$ cat config.mk
export PLATFORM = sky130hd
export DESIGN_NAME = bus_split_router_flat
export DESIGN_NICKNAME = d
export VERILOG_FILES = /design/src/rtl/bus_split_router_if.sv /design/src/rtl/bus_split_router.sv /design/src/flat_wrapper.sv
export SDC_FILE = /design/constraint.sdc
export NUM_CORES = 1
export LEC_CHECK = 0
export CORE_MARGIN = 2
export CORE_UTILIZATION = 30
export CTS_BUF_LIST = sky130_fd_sc_hd__clkbuf_16
export DETAILED_ROUTE_END_ITERATION = 6
export GPL_ROUTABILITY_DRIVEN = 0
export PLACE_DENSITY = 0.5
export SETUP_SLACK_MARGIN = 0.1
export SYNTH_ARGS = -nofsm -noshare
export SYNTH_HDL_FRONTEND = slang
export SYNTH_SLANG_ARGS = --single-unit
$ cat constraint.sdc
create_clock -name clk -period 2.2 [get_ports clk]
set_input_delay 0.33 -clock clk [delete_from_list [all_inputs] [get_ports clk]]
set_output_delay 0.33 -clock clk [all_outputs]
set_load 0.01 [all_outputs]
$ cat src/rtl/bus_split_router_if.sv
// Producer/consumer bus bundle for bus_split_router.
// master = producer plus both sinks (drives data and readys), slave = router.
interface bus_split_router_if #(
    parameter int WIDTH = 2
);
    logic             in_valid;
    logic             in_ready;
    logic [WIDTH-1:0] in_data;
    logic             map_wr_en;
    logic [WIDTH-1:0] map_wr_data;
    logic [WIDTH-1:0] map_q;
    logic             a_valid;
    logic             a_ready;
    logic [WIDTH-1:0] a_data;
    logic             b_valid;
    logic             b_ready;
    logic [WIDTH-1:0] b_data;
    logic [15:0]      word_cnt;

    modport master (
        output in_valid, in_data, map_wr_en, map_wr_data, a_ready, b_ready,
        input  in_ready, map_q, a_valid, a_data, b_valid, b_data, word_cnt
    );

    modport slave (
        input  in_valid, in_data, map_wr_en, map_wr_data, a_ready, b_ready,
        output in_ready, map_q, a_valid, a_data, b_valid, b_data, word_cnt
    );
endinterface

$ cat src/rtl/bus_split_router.sv
// Splits each accepted input word bit-wise onto bus A (map bit 0) or bus B
// (map bit 1). Each output owns a 2-entry FIFO so the sinks drain independently.
module bus_split_router #(
    parameter int               WIDTH     = 2,
    parameter logic [WIDTH-1:0] MAP_RESET = '0
) (
    input logic               clk,
    input logic               rst,
    bus_split_router_if.slave bus
);
    logic [WIDTH-1:0] map_r;
    logic [15:0]      cnt_r;
    // Per channel (0 = A, 1 = B) shift-style FIFO; slot 0 is always the head.
    logic [WIDTH-1:0] fifo_mem [2][2];
    logic [1:0]       fifo_cnt [2];
    logic [WIDTH-1:0] push_data [2];
    logic             pop [2];
    logic             accept;

    // Input is gated only by FIFO occupancy, never by sink readiness.
    assign bus.in_ready = (fifo_cnt[0] != 2'd2) && (fifo_cnt[1] != 2'd2);
    assign bus.map_q    = map_r;
    assign bus.word_cnt = cnt_r;
    assign bus.a_valid  = (fifo_cnt[0] != 2'd0);
    assign bus.b_valid  = (fifo_cnt[1] != 2'd0);
    assign bus.a_data   = (fifo_cnt[0] != 2'd0) ? fifo_mem[0][0] : '0;
    assign bus.b_data   = (fifo_cnt[1] != 2'd0) ? fifo_mem[1][0] : '0;

    // Handshake decode and split of the incoming word with the current (old) map.
    always_comb begin
        accept       = bus.in_valid && bus.in_ready;
        push_data[0] = bus.in_data & ~map_r;
        push_data[1] = bus.in_data &  map_r;
        pop[0]       = bus.a_ready && (fifo_cnt[0] != 2'd0);
        pop[1]       = bus.b_ready && (fifo_cnt[1] != 2'd0);
    end

    // Route map register and accepted-word counter.
    always_ff @(posedge clk or posedge rst) begin
        if (rst) begin
            map_r <= MAP_RESET;
            cnt_r <= '0;
        end else begin
            if (bus.map_wr_en) map_r <= bus.map_wr_data;
            if (accept)        cnt_r <= cnt_r + 16'd1;
        end
    end

    // Both FIFOs: push on accept, pop on sink handshake; push+pop keeps the count.
    always_ff @(posedge clk or posedge rst) begin
        if (rst) begin
            for (int unsigned ch = 0; ch < 2; ch++) begin
                fifo_cnt[ch]    <= '0;
                fifo_mem[ch][0] <= '0;
                fifo_mem[ch][1] <= '0;
            end
        end else begin
            for (int unsigned ch = 0; ch < 2; ch++) begin
                case ({accept, pop[ch]})
                    2'b10: begin
                        if (fifo_cnt[ch] == 2'd0) fifo_mem[ch][0] <= push_data[ch];
                        else                      fifo_mem[ch][1] <= push_data[ch];
                        fifo_cnt[ch] <= fifo_cnt[ch] + 2'd1;
                    end
                    2'b01: begin
                        fifo_mem[ch][0] <= fifo_mem[ch][1];
                        fifo_mem[ch][1] <= '0;
                        fifo_cnt[ch]    <= fifo_cnt[ch] - 2'd1;
                    end
                    2'b11: begin
                        // Head leaves while the new word lands behind whatever remains.
                        if (fifo_cnt[ch] == 2'd1) begin
                            fifo_mem[ch][0] <= push_data[ch];
                        end else begin
                            fifo_mem[ch][0] <= fifo_mem[ch][1];
                            fifo_mem[ch][1] <= push_data[ch];
                        end
                    end
                    default: ;
                endcase
            end
        end
    end
endmodule
$ cat src/flat_wrapper.sv
// flat-port wrapper written by rule: the top's interface ports become plain ports
module bus_split_router_flat 
#(
    parameter int               WIDTH     = 2,
    parameter logic [WIDTH-1:0] MAP_RESET = '0
)
  (clk, rst, bus_in_valid, bus_in_data, bus_map_wr_en, bus_map_wr_data, bus_a_ready, bus_b_ready, bus_in_ready, bus_map_q, bus_a_valid, bus_a_data, bus_b_valid, bus_b_data, bus_word_cnt);
  bus_split_router_if #(.WIDTH(WIDTH)) bus_i ();
  input logic clk;
  input logic rst;
  input wire logic [$bits(bus_i.in_valid)-1:0] bus_in_valid;
  input wire logic [$bits(bus_i.in_data)-1:0] bus_in_data;
  input wire logic [$bits(bus_i.map_wr_en)-1:0] bus_map_wr_en;
  input wire logic [$bits(bus_i.map_wr_data)-1:0] bus_map_wr_data;
  input wire logic [$bits(bus_i.a_ready)-1:0] bus_a_ready;
  input wire logic [$bits(bus_i.b_ready)-1:0] bus_b_ready;
  output wire logic [$bits(bus_i.in_ready)-1:0] bus_in_ready;
  output wire logic [$bits(bus_i.map_q)-1:0] bus_map_q;
  output wire logic [$bits(bus_i.a_valid)-1:0] bus_a_valid;
  output wire logic [$bits(bus_i.a_data)-1:0] bus_a_data;
  output wire logic [$bits(bus_i.b_valid)-1:0] bus_b_valid;
  output wire logic [$bits(bus_i.b_data)-1:0] bus_b_data;
  output wire logic [$bits(bus_i.word_cnt)-1:0] bus_word_cnt;
  assign bus_i.in_valid = bus_in_valid;
  assign bus_i.in_data = bus_in_data;
  assign bus_i.map_wr_en = bus_map_wr_en;
  assign bus_i.map_wr_data = bus_map_wr_data;
  assign bus_i.a_ready = bus_a_ready;
  assign bus_i.b_ready = bus_b_ready;
  assign bus_in_ready = bus_i.in_ready;
  assign bus_map_q = bus_i.map_q;
  assign bus_a_valid = bus_i.a_valid;
  assign bus_a_data = bus_i.a_data;
  assign bus_b_valid = bus_i.b_valid;
  assign bus_b_data = bus_i.b_data;
  assign bus_word_cnt = bus_i.word_cnt;
  bus_split_router #(.WIDTH(WIDTH), .MAP_RESET(MAP_RESET)) u_core (.clk(clk), .rst(rst), .bus(bus_i));
endmodule
---- Yosys cells after proc, flatten, opt, wreduce, memory -nomap -nowiden ----
Cells that the tools add are included.
Widths: inputs -> output; s select.
storage, ports and cells
  bits in registers ....................... 30
  input port bits ......................... 10
  output and inout port bits .............. 25
  logic and storage cells ................. 62
cells by class
  add/subtract/negate cells ............... 5
  equal/unequal tests ..................... 16
  mux-type cells .......................... 14
  bitwise logic cells ..................... 3
  reduce and logical (&&, ||, !) cells .... 16
operators with widths
  operator               count
  $pmux 4 s3             2
  $mux 2                 10
  $add 16x1->16 const B  1
  $ne 2x2->1 const B     6
  $eq 2x1->1 const B     4
  $eq 2x2->1 const B     4
  $pmux 2 s2             2
  $reduce_bool 2->1      4
  $reduce_and 3->1       2
  $reduce_bool 3->1      2
  $add 2x1->2 const B    2
  $and 2x2->2            2
  $logic_and 1x1->1      4
  $logic_not 2->1        2
  $ne 2x1->1 const B     2
  $reduce_and 2->1       2
  $sub 2x1->2 const B    2
  $not 2->2              1

---- Depth between registers and ports, before layout ----
Gate-level depths: netlist of run 1.
  word-level depth ........................ 6
  mapped depth ............................ 10
  mapped depth without buffers ............ 10

---- Worst setup path after synthesis of run 1 ----
OpenSTA, ideal clock, no wires.
  path kind ............................... flip-flop to flip-flop
  from .................................... register u_core.fifo_cnt[0] (netlist name)
  to ...................................... register u_core.fifo_mem[6] (netlist name)
  library setup time ...................... 83 ps
  arrival time ............................ 1874 ps
  data required time ...................... 2117 ps
  path slack .............................. 243 ps
  stages on the path, launching flop included .. 11
  buffers on the path ..................... 1
  period minus slack after synthesis ...... 1957 ps
  path through ............................ dfrtp_1 > inv_1 > ha_1 > or3b_1 > buf_6 > clkinv_8 > ha_1 > inv_1 > o21ai_0 > a32oi_1 > o21ai_0
between the ends
  cells in the longest elaborated chain, start to end .. 6
  elaborated cells on any way between the ends .. 10
  classes of those cells .................. eq/ne: 5; mux: 1; reduce/logical: 4
ends and longest elaborated chain
  element                                                                  line                    RTL
  start, declared                                                          bus_split_router.sv:15  logic [1:0] fifo_cnt [2];
  start signal, assigned by index                                          bus_split_router.sv:63  fifo_cnt[ch] <= fifo_cnt[ch] + 2'd1;
  start signal, assigned by index                                          bus_split_router.sv:68  fifo_cnt[ch] <= fifo_cnt[ch] - 2'd1;
  $ne 2x2->1 (*)                                                           bus_split_router.sv:21  assign bus.in_ready = (fifo_cnt[0] != 2'd2) && (fifo_cnt[1] != 2'd2);
  $logic_and 1x1->1 (*)                                                    bus_split_router.sv:21
  $logic_and 1x1->1 (*)                                                    bus_split_router.sv:31  accept = bus.in_valid && bus.in_ready;
  named net u_core.accept                                                  bus_split_router.sv:18  logic accept;
  $eq 2x2->1 / $eq 2x1->1 (equally long branches)                          bus_split_router.sv:59  case ({accept, pop[ch]})
  $ne 2x1->1 (no source line) / $reduce_bool 3->1 (equally long branches)  -
  $reduce_and 2->1 (no source line)                                        -
  end signal, assigned by index                                            bus_split_router.sv:61  if (fifo_cnt[ch] == 2'd0) fifo_mem[ch][0] <= push_data[ch];
  end signal, assigned by index                                            bus_split_router.sv:62  else fifo_mem[ch][1] <= push_data[ch];
  end signal, assigned by index                                            bus_split_router.sv:66  fifo_mem[ch][0] <= fifo_mem[ch][1];
  end, declared                                                            bus_split_router.sv:14  logic [WIDTH-1:0] fifo_mem [2][2];
Mark *: on every way through the listed nets, which the timed path passes. The rest lies on a longest branch.
A chain may end at the register's enable or synchronous reset.

---- Worst setup path in the final report of run 1 ----
  from .................................... register u_core.fifo_cnt[2] (netlist name)
  to ...................................... register u_core.fifo_mem[2] (netlist name)
The elaborated chain is that of the path after synthesis.

==> results of run 1 <==
==> sequential cells by signal, indices dropped and copies added (netlist names) <==
register / cells
u_core.fifo_cnt: 4
u_core.bus.map_q: 2
u_core.fifo_mem: 8
u_core.bus.word_cnt: 16
==> worst reg2reg max path: cells and delay by family, from the launching register on <==
kind                     cells  cell delay [ps]
AND/OR/NAND/NOR              1              380
buffers and inverters        3              280
adder cells (fa/ha/maj)      2              420
AO/OA/AOI/OAI                3              450
flip-flops                   1              380
==> power groups by stage <==
stage / clock network [uW] / registers [uW] / logic [uW]
floorplan: 0 / 841 / 704
global placement: 0 / 854 / 1190
detailed placement: 0 / 851 / 1200
CTS: 909 / 843 / 1210
global route: 936 / 866 / 1410
finish: 887 / 842 / 1250
==> metal layers <==
layer | vias up | routed length [um]
li1 | 665 | -
met2 | 31 | 1590
met3 | 7 | 158
met4 | 0 | 76
met5 | - | 0
met1 | 615 | 1590
==> worst max path at each step <==
stage,cells after the start,slack (ps),end,startpoint
2_1_floorplan,10,240,u_core.fifo_mem[6],u_core.fifo_cnt[0]
3_3_place_gp,9,20,u_core.fifo_mem[6],bus_in_valid
3_5_place_dp,9,20,u_core.fifo_mem[6],bus_in_valid
4_1_cts,9,100,u_core.fifo_mem[3],u_core.fifo_cnt[0]
5_1_grt,4,110,bus_a_data[0],u_core.fifo_cnt[2]
6_report,9,210,u_core.fifo_mem[2],u_core.fifo_cnt[2]
==> through the flow <==
| stage | hold WS [ps] | area, um2 | cells | util |
|---|---|---|---|---|
| floorplan | 421 | 1700 | 168 | - |
| global placement | 464 | 2200 | 284 | 0.400 |
| detailed placement | 469 | 2200 | 284 | 0.400 |
| CTS | 451 | 2390 | 292 | 0.434 |
| global route | 483 | 2430 | 293 | 0.442 |
| finish | 436 | 2430 | 293 | 0.442 |
==> what timing repair did <==
action,4_1_cts,5_1_grt
gates resized for setup,1,16
pin swaps,0,2
setup endpoints to repair,1,15
buffers inserted,0,1
==> cell type report <==
cell class,count,area (um2)
inverter,20,87.6
clock inverter,3,63.8
sequential,30,751
timing repair buffer,46,439
multi-input combinational,117,877
clock buffer,5,125
fill,522,3070
tap,72,90.1
==> cell families (layout without fill, tap and decap cells) <==
logic type      count (synthesis)  after routing
simple gates                   54             54
flops                          30             30
compound gates                 27             27
buf+inv                        21             74
fa+ha+maj                      17             17
xor+xnor                       17             17
mux                             2              2
==> cells in the mapped netlist (2+ instances only) <==
cell type  number  share of area
a21oi_1         6          0.018
a221oi_1        2          0.010
a32oi_1         2          0.010
dfrtp_1        30           0.44
ha_1           17           0.12
inv_1          19          0.042
mux2_2          2          0.013
nand2_1        22          0.049
nand3_1         4          0.012
nand4_1         2         0.0074
nor2_1          7          0.015
nor2b_1         8          0.029
nor3_2          3          0.018
o211ai_1        2         0.0088
o21ai_0        13          0.038
o22a_1          2          0.010
xnor2_1        12          0.062
xor2_1          5          0.026
==> flow_summary.json, run 1 <==
{
  "die_w_um": 79.3,
  "p_clk_frac": 0.298,
  "path_delay_family": "compound AO/OA/AOI/OAI gates",
  "status": "finished clean",
  "area_delta_synth_final_pct": 43.0,
  "rr_startpoint": "u_core.fifo_cnt[2]",
  "drt-total-wl_mm": 3.42,
  "ys_warn_count": 0,
  "cts.sinks": 30,
  "relSlewSlack": 0.730,
  "grt_pass1_wl_mm": 6.12,
  "synth_seq_cells": 30,
  "vias": 1318,
  "worst_slack_ps": 206,
  "max_freq_ghz": 0.502,
  "path_class": "reg -> reg",
  "dp_hpwl_mm": 2.60,
  "synth_edf_count": 0,
  "period_needed_ps": 1990,
  "r2r_cells": 9,
  "fp.dieArea_mm2": 0.00629,
  "synthXorXnorAreaFrac": 0.0875,
  "arrival_ps": 2180,
  "cts_buffer_depth": 2,
  "cp-end-kind": "register",
  "wire_per_inst_um": 11.7,
  "design.core.area_mm2": 0.00551,
  "ir_drop_uv": 580,
  "regToRegSetupSlack_ps": 210,
  "cts_hold_buf": 0,
  "drtPass1Iterations": 4,
  "htreeDepth": 2,
  "grt_pass1_vias": 1317,
  "cap_violations": 0,
  "busiest_layer": "met2",
  "power.internal_uw": 1980,
  "grt_max_degree": 31,
  "p_leak_uw": 0.00113,
  "cts_tree": "yes",
  "clk_latency_ps": 280,
  "synth_area_mm2": 0.00170,
  "synthAdderAreaFrac": 0.125,
  "viasPerCell": 4.50,
  "start_kind": "register",
  "sw_frac_of_total": 0.335,
  "path_buf_inv": 3,
  "r2r-end": "u_core.fifo_mem[2]",
  "root_buffer": "clkbuf_16",
  "ys.flop_type": "dfrtp_1",
  "pwr-share-comb": 0.419,
  "antenna_cells": 0,
  "slew_violations": 0,
  "setup_viol": 0,
  "antenna_found_initial": 0,
  "final_cell_mix": "clkdlybuf4s50_1, dfrtp_1, nand2_1, inv_1, ha_1",
  "tightest_slew_ps": 399,
  "hp-class": "in -> async",
  "syn_nets": 195,
  "yosys.area_share.simple": 0.179,
  "drive_above_1_share": 0.163,
  "synth_compound_area_frac": 0.0956,
  "row_count": 27,
  "p_total_uw": 2980,
  "drc": 0,
  "start_util": 0.309,
  "grtUsageMet1": 0.165,
  "yosysSeqAreaShare": 0.441,
  "final_common_cell": "clkdlybuf4s50_1",
  "layout.nets": 247,
  "syn_area_per_cell_um2": 10.1,
  "power_density_mw_per_mm2": 1220,
  "postRouteAntennaNets": 0,
  "required_ps": 2390,
  "io_pins": 35,
  "clk_pin_slew_worst_paths_ps": 50,
  "netlist-cell-type-count": 28,
  "finalClockSkew_ps": 3.73,
  "drt_iter0_markers": 21,
  "grt_use_total": 0.126,
  "synth.area.mux_share": 0.0132,
  "portBuffers": 34,
  "dp_slack_ps": 19.6,
  "rsz0062_at_grt": "no",
  "grt_use_met2": 0.194,
  "fin_crit_sh": 0.906,
  "use_met3": 0.0307,
  "cts_buffers": 5,
  "tns_ps": 0,
  "power_frac_seq": 0.283,
  "crit_path_top_delay_cell": "dfrtp_1",
  "grt_overflow": 0,
  "synth_top_family_by_area": "simple AND/OR/NAND/NOR gates",
  "async_reset_ff_frac": 1.00,
  "cp_cell_sequence": "inv_2 -> ha_1 -> or3b_1 -> buf_6 -> clkinv_8 -> ha_2 -> a21oi_1 -> o22a_1 -> o21ai_0",
  "netlist_instances": 168,
  "p_switching_uw": 996,
  "die_h_um": 79.3,
  "path_max_fanout": 8,
  "crit_path_max_incr_delay_ps": 380,
  "hold_violations": 0
}
Power figures use the tool's default switching activity.
==> inputs of run 2 (changes only) <==
--- a/config.mk
+++ b/config.mk
@@ -10,6 +10,7 @@
 export CTS_BUF_LIST = sky130_fd_sc_hd__clkbuf_16
 export DETAILED_ROUTE_END_ITERATION = 6
 export GPL_ROUTABILITY_DRIVEN = 0
+export GPL_TIMING_DRIVEN = 0
 export PLACE_DENSITY = 0.5
 export SETUP_SLACK_MARGIN = 0.1
 export SYNTH_ARGS = -nofsm -noshare
==> run 2 against run 1 <==
Clock power shrank 16%. Die area stayed put. Register-to-register slack lost 30 ps. Clock skew grew 1.7 ps. Worst setup slack got worse by 34 ps. Via count shrank 4.9%. Final area decreased by 2.7%. Utilization is 1.2 points lower. Global-route usage down 0.92 points. Non-clock buffer count is 9 lower. Final cell count down 3.4%. Critical endpoint unchanged. Largest cell class unchanged. Largest power group unchanged. Highest routed layer unchanged.
==> flow_summary.json, run 2 (synthesis gave the netlist of run 1 again) <==
{
  "status": "finished clean",
  "htreeDepth": 2,
  "tightest_slew_ps": 442,
  "start_kind": "register",
  "portBuffers": 34,
  "p_total_uw": 2760,
  "viasPerCell": 4.43,
  "design.core.area_mm2": 0.00551,
  "setup_viol": 0,
  "path_class": "reg -> reg",
  "drtPass1Iterations": 4,
  "drt_iter0_markers": 43,
  "fin_crit_sh": 0.922,
  "worst_slack_ps": 172,
  "fp.dieArea_mm2": 0.00629,
  "rsz0062_at_grt": "yes",
  "endpoint": "u_core.fifo_mem[2]",
  "die_w_um": 79.3,
  "antenna_cells": 0,
  "period_needed_ps": 2030,
  "largest_reg_flops": 16,
  "holdWs_ps": 369,
  "regArea_um2": 751,
  "r2r_cells": 9,
  "slew_violations": 0,
  "final_common_cell": "clkdlybuf4s50_1",
  "fillers": 536,
  "multi_input_area_um2": 895,
  "postPlaceCellArea_mm2": 0.00213,
  "ir_drop_uv": 695,
  "drive_above_1_share": 0.128,
  "grt_pass1_vias": 1287,
  "hp-class": "in -> async",
  "cp-end-kind": "register",
  "grt_use_total": 0.117,
  "vias": 1253,
  "r2r-end": "u_core.fifo_mem[2]",
  "layout.nets": 238,
  "path_max_fanout": 11,
  "antenna_found_initial": 0,
  "drc": 0,
  "cap_violations": 0,
  "dp_slack_ps": -103,
  "io_pins": 35,
  "cts_buffer_depth": 2,
  "wire_per_inst_um": 11.6,
  "hold_violations": 0,
  "startpoint": "u_core.fifo_cnt[0]",
  "cts_buffers": 5,
  "cts_tree": "yes",
  "rr_startpoint": "u_core.fifo_cnt[0]",
  "final_cell_mix": "clkdlybuf4s50_1, dfrtp_1, nand2_1, inv_1, ha_1",
  "grt_max_degree": 31,
  "die_h_um": 79.3,
  "start_util": 0.309,
  "grt_pass1_wl_mm": 5.78,
  "drt-total-wl_mm": 3.28,
  "arrival_ps": 2220,
  "grt_overflow": 0,
  "clk_latency_ps": 270,
  "max_freq_ghz": 0.493,
  "row_count": 27,
  "p_leak_uw": 0.00105,
  "clk_pin_slew_worst_paths_ps": 50,
  "power_density_mw_per_mm2": 1160,
  "finalClockSkew_ps": 5.40,
  "area_delta_synth_final_pct": 39.2,
  "dp_hpwl_mm": 2.40,
  "required_ps": 2390,
  "root_buffer": "clkbuf_16",
  "regToRegSetupSlack_ps": 170,
  "postRouteAntennaNets": 0,
  "cts.sinks": 30,
  "tns_ps": 0,
  "relSlewSlack": 0.705,
  "fin_area_mm2": 0.00237
}
-- run 2: cell count changes in the layout (fill, tap and decap cells not counted), sizes merged --
cell,change
buf,-9
clkdlybuf4s50,+2
dlymetal6s2s,-2
bufinv,-1
-- run 2: metrics by stage --
step | instances | utilization
2_1_floorplan | 168 | -
3_3_place_gp | 274 | 0.387
3_5_place_dp | 274 | 0.387
4_1_cts | 282 | 0.420
5_1_grt | 283 | 0.430
6_report | 283 | 0.430
-- run 2: layer usage --
layer,vias up,global-route usage,part of all wire
met5,-,0,0
met1,579,0.154,0.49
li1,644,-,-
met3,2,0.0330,0.044
met2,28,0.186,0.46
met4,0,0.0362,0.0052
-- run 2: worst max-delay path, cell delays in order (launching register included) --
cell      delay, ps
dfrtp_1         340
inv_1            80
ha_1            210
or3b_1          390
buf_6           170
clkinv_8         90
ha_2            240
a21oi_1         100
o22a_1          210
o21ai_1         120
-- run 2: layout make-up --
type,instances,area share
Multi-Input combinational cell,117,0.378
Sequential cell,30,0.317
Timing Repair Buffer,36,0.158
Clock buffer,5,0.0528
Tap cell,72,0.0380
Inverter,20,0.0370
Clock inverter,2,0.0143
Buffer,1,0.00475
-- run 2: how the worst min path moves through the flow --
stage / from / depth (start not counted) / endpoint / slack (ps)
5_1_grt: rst / 2 / u_core.bus.word_cnt[6] / 410
3_3_place_gp: u_core.bus.word_cnt[15] / 1 / u_core.bus.word_cnt[15] / 460
6_report: rst / 2 / u_core.bus.word_cnt[2] / 370
4_1_cts: u_core.bus.word_cnt[15] / 1 / u_core.bus.word_cnt[15] / 470
3_5_place_dp: u_core.bus.word_cnt[15] / 1 / u_core.bus.word_cnt[15] / 470
2_1_floorplan: rst / 1 / u_core.bus.map_q[0] / 420
-- run 2: power by group --
group / leakage [uW] / internal [uW] / switching [uW]
combinational: 0.000579 / 571 / 614
sequential: 0.000390 / 705 / 125
clock: 0.0000773 / 522 / 221
-- run 2: timing repair --
action | CTS | global route
buffers inserted | 1 | 0
hold buffers | 0 | 0
endpoints found under the setup margin | 8 | 8
pin swaps | 0 | 1
gates resized for setup | 5 | 10
